[src/rtl/ifetch_queue.sv]
// Instruction fetch front end: fetch PC register feeding a 2-entry {pc, instr} queue to decode.
// Optional misaligned-redirect trap is enabled by defining IFETCH_MISALIGN_TRAP_EN.
module ifetch_queue #(
    parameter int                AWIDTH   = 32,
    parameter int                DWIDTH   = 32,
    parameter logic [AWIDTH-1:0] RESET_PC = '0
) (
    input  logic              clk,
    input  logic              rst,
    input  logic              redirect_valid,
    input  logic [AWIDTH-1:0] redirect_pc,
    output logic [AWIDTH-1:0] imem_pc,
    input  logic [DWIDTH-1:0] imem_instr,
    output logic              out_valid,
    input  logic              out_ready,
    output logic [DWIDTH-1:0] out_instr,
    output logic [AWIDTH-1:0] out_pc,
    output logic              misalign_err
);

    typedef struct packed {
        logic [AWIDTH-1:0] pc;
        logic [DWIDTH-1:0] instr;
    } entry_t;

    typedef enum logic [1:0] {
        EMPTY = 2'd0,
        ONE   = 2'd1,
        FULL  = 2'd2
    } state_t;

    state_t            state;
    entry_t            ent [2];
    logic              wptr;
    logic              rptr;
    logic              valid_q;
    logic              halted;
    logic              err_q;
    logic [AWIDTH-1:0] fetch_pc;
    logic [AWIDTH-1:0] target;
    logic              target_bad;
    logic              pop;
    logic              push;

`ifdef IFETCH_MISALIGN_TRAP_EN
    assign target     = redirect_pc;
    assign target_bad = |redirect_pc[1:0];
`else
    // Low bits are dropped so a stray misaligned target still fetches the enclosing word.
    assign target     = redirect_pc & ~AWIDTH'(3);
    assign target_bad = 1'b0;
`endif

    assign pop  = valid_q & out_ready;
    assign push = ~redirect_valid & ~halted & ((state != FULL) | pop);

    always_ff @(posedge clk or posedge rst) begin
        if (rst) begin
            state    <= EMPTY;
            valid_q  <= 1'b0;
            wptr     <= 1'b0;
            rptr     <= 1'b0;
            halted   <= 1'b0;
            err_q    <= 1'b0;
            fetch_pc <= RESET_PC;
            ent[0]   <= '0;
            ent[1]   <= '0;
        end else if (redirect_valid) begin
            // Flush wins over everything; a same-cycle pop has already been consumed by decode.
            state   <= EMPTY;
            valid_q <= 1'b0;
            wptr    <= 1'b0;
            rptr    <= 1'b0;
            if (target_bad) begin
                halted <= 1'b1;
                err_q  <= 1'b1;
            end else begin
                halted   <= 1'b0;
                err_q    <= 1'b0;
                fetch_pc <= target;
            end
        end else begin
            if (push) begin
                ent[wptr] <= '{pc: fetch_pc, instr: imem_instr};
                wptr      <= ~wptr;
                fetch_pc  <= fetch_pc + AWIDTH'(4);
            end
            if (pop)
                rptr <= ~rptr;
            case (state)
                EMPTY: begin
                    if (push) begin
                        state   <= ONE;
                        valid_q <= 1'b1;
                    end
                end
                ONE: begin
                    if (push && !pop) begin
                        state <= FULL;
                    end else if (pop && !push) begin
                        state   <= EMPTY;
                        valid_q <= 1'b0;
                    end
                end
                FULL: begin
                    if (pop && !push)
                        state <= ONE;
                end
                default: begin
                    state   <= EMPTY;
                    valid_q <= 1'b0;
                end
            endcase
        end
    end

    assign imem_pc      = fetch_pc;
    assign out_valid    = valid_q;
    assign out_pc       = ent[rptr].pc;
    assign out_instr    = ent[rptr].instr;
    assign misalign_err = err_q;

endmodule

[config.mk]
export PLATFORM = sky130hd
export DESIGN_NAME = ifetch_queue
export DESIGN_NICKNAME = d
export VERILOG_FILES = /design/src/rtl/ifetch_queue.sv
export SDC_FILE = /design/constraint.sdc
export NUM_CORES = 1
export LEC_CHECK = 0
export BUFFER_PORTS_ARGS = -buffer_cell sky130_fd_sc_hd__buf_2
export CORE_MARGIN = 8
export CORE_UTILIZATION = 25
export CTS_BUF_LIST = sky130_fd_sc_hd__clkbuf_16
export DETAILED_ROUTE_END_ITERATION = 6
export PLACE_DENSITY = 0.41
export SYNTH_ARGS = -nofsm -noshare
export SYNTH_HDL_FRONTEND = slang
export SYNTH_SLANG_ARGS = --single-unit
[constraint.sdc]
create_clock -name clk -period 5 [get_ports clk]
set_input_delay 0 -clock clk [delete_from_list [all_inputs] [get_ports clk]]
set_output_delay 0 -clock clk [all_outputs]
set_load 0.005 [all_outputs]
==> reports/metrics.cfg <==
[cells_and_area]
final_common_cell=mux2_2
nFillCells=2870
final_layout_size_suffix_gt1_frac=0.505
postLayoutCoreUtil=0.337
nets=826
seq_area_um2=3980
multiInputGateArea_um2=3110
area_growth_pct=33.5
final_cell_mix=mux2_2, dfrtp_1, buf_2, dlygate4sd3_1, nand2_1

[detailed_routing]
via_count=4918
wire_per_inst_um=16.5
drtPass1Iterations=4
wirelength_mm=19.0
remaining_drc_errors=0
routed_via_density=4.27
ant_nets=0
drtIter0Drc=127

[power_and_ir_drop]
p_int_w=0.00310
leakage_nw=4.24
power_density_nw_per_um2=440
p_clk_frac=0.317
seq_power_share=0.439
irDropWorstVdd_mv=0.151
p_sw_w=0.00114
sw_frac_of_total=0.270
p_comb_frac=0.244

[sta]
slew-limit-headroom=0.353
fmax_mhz=410
hold_viol_final=0
drv_slew=0
rsz0062_at_grt=no
finalSetupViolCount=0
worstMarginPinSlew_ps=971
finalCriticalPeriod_ps=2440
setup_tns_ps=0
finalClockSkew_ps=10.2
fin_crit_sh=0.488

[setup_path]
path_max_fanout=25
cp-start-kind=register
cpMaxStageDelayCell=nor3_4
crit_family=simple AND/OR/NAND/NOR gates
cp.required_ps=5300
cpPeakStageDelay_ps=740
path_buf_inv=1
cp_cell_sequence=nand2b_1 > a21oi_1 > nor3_4 > buf_4 > mux2_2
cp_data_arrival_time_ps=2740
worst_setup_path_end_kind=register
critical_path_class=register to register

[floorplanning]
die_width_um=186
die_h_um=186
num_io_pins=166
core_region_area_um2=28600
start_util=0.253
rows=62
die_area_um2=34600

[clock_network]
htreeDepth=4
cts.path.max_buffers=2
tritoncts=built
clock_sink_count=159
cts_resized=0
numCtsBuffers=17
root_buffer=clkbuf_16
clkLatencyLatePin_ps=410
path_clk_slew_ps=70

[logic_synthesis]
avgSynthCellArea_um2=13.3
synth-compound-area-share=0.0256
yosysSeqAreaShare=0.550
synth_seq_cells=159
ys.flop_type=dfrtp_1
synthXorXnorAreaFrac=0.0375
synth.distinct_cells=35
synth.cell_area_um2=7230
synthMuxAreaShare=0.291
netlist_instances=542
synth_edf_count=0
synth_top_family_by_area=multiplexers
synth-simple-area-share=0.0685
synth_fa_ha_area_frac=0.00173
ys.warnings.count=0
ys_async_sr_fraction=1.00

[grt]
grt_busiest_layer=met2
grt.total_usage=0.113
use_met2=0.195
grt_max_degree=106
grt_pass1_wl_mm=30.4
grtUsageMet3=0.0363
use_met1=0.133
antenna_found_initial=3
gr-total-overflow=0
grt_pass1_vias=5577

[status]
status=complete, no violations

[worst_hold_path]
hold_path_class=primary input to register

[run]
cap_viol_max_count=0

[placed_design]
portBuffers=158
dp_hpwl_mm=12.8
gp_congestion=0.729

==> Yosys cell counts, types with 2 or more instances <==
library cell / n / area share
mux2_2: 184 / 0.29
dfrtp_1: 159 / 0.55
nand2_1: 41 / 0.021
xor2_1: 28 / 0.034
o21ai_0: 21 / 0.015
buf_2: 17 / 0.012
nand4_1: 13 / 0.011
clkbuf_1: 10 / 0.0052
nand3_1: 10 / 0.0069
o21ai_1: 9 / 0.0062
and3_1: 7 / 0.0061
buf_4: 5 / 0.0052
nor2_1: 5 / 0.0026
a21oi_1: 4 / 0.0028
buf_1: 4 / 0.0021
xnor2_1: 3 / 0.0036
and4_1: 2 / 0.0024
mux2_1: 2 / 0.0031
nand4b_1: 2 / 0.0024
==> metrics by stage <==
step / cells / hold WS, ps / area [µm²] / power, W / worst slack, ps
6_report: 1152 / 60.7 / 9650 / 0.00424 / 2560
4_1_cts: 1151 / 37.0 / 9650 / 0.00433 / 2460
5_1_grt: 1152 / 110 / 9650 / 0.00452 / 2310
3_3_place_gp: 1059 / 220 / 8420 / 0.00286 / 2470
3_5_place_dp: 1059 / 214 / 8420 / 0.00291 / 2460
2_1_floorplan: 546 / 117 / 7250 / 0.00249 / 708
==> flip-flops by register name, indices dropped and copies added (netlist names) <==
name	count
wptr	1
ent	124
out_valid	1
state	2
rptr	1
imem_pc	30
==> power groups by stage <==
stage          Combinational (W)  Clock [W]  Sequential (W)
3_3_place_gp             0.00100          0         0.00186
2_1_floorplan           0.000681          0         0.00181
5_1_grt                  0.00115    0.00145         0.00192
3_5_place_dp             0.00102          0         0.00189
6_report                 0.00104    0.00135         0.00186
4_1_cts                  0.00107    0.00140         0.00187
==> layer usage <==
layer | part of all wire | routed length [µm]
met1 | 0.43 | 8200
met2 | 0.49 | 9360
met3 | 0.066 | 1240
met4 | 0.0064 | 121
met5 | 0.0014 | 27
==> final timing paths <==
path,from,end,slack (ps),depth (start not counted)
worst max-delay path,state[0],ent[117],2560,5
worst min-delay path,out_ready,state[0],60,3
worst max register to register,state[0],ent[117],2560,5
worst min register to register,ent[95],ent[95],490,1
max in group asynchronous,rst,ent[123],3290,4
min in group asynchronous,rst,ent[68],360,3
==> cell type report <==
| type | count | area share |
|---|---|---|
| sequential | 159 | 0.412 |
| multi-input combinational | 350 | 0.322 |
| timing repair buffer | 228 | 0.153 |
| tap | 384 | 0.0498 |
| clock buffer | 17 | 0.0441 |
| clock inverter | 12 | 0.0179 |
| inverter | 1 | 0.000908 |
| antenna | 1 | 0.000259 |
==> kinds of logic (layout without fill, tap and decap cells) <==
logic type | count (synthesis) | count (layout)
DFF | 159 | 159
muxes | 187 | 187
buffers and inverters | 37 | 258
xor gates and xnor gates | 31 | 31
AOI/OAI and AO/OA | 36 | 36
adders and majority gates | 1 | 1
other | 1 | 6
and+or+nand+nor | 90 | 90
==> timing repair <==
item	CTS	global route
hold buffers	63	0
setup buffers	0	0
endpoints found under the hold margin	198	0
setup endpoints to repair	0	0
==> tightest hold or removal path: cells and delay by family <==
family | cells | cell delay [ps]
AO/OA/AOI/OAI | 1 | 110
buffers and inverters | 1 | 110
AND/OR/NAND/NOR | 1 | 200
Note: power is estimated with default switching activity, not from simulation.
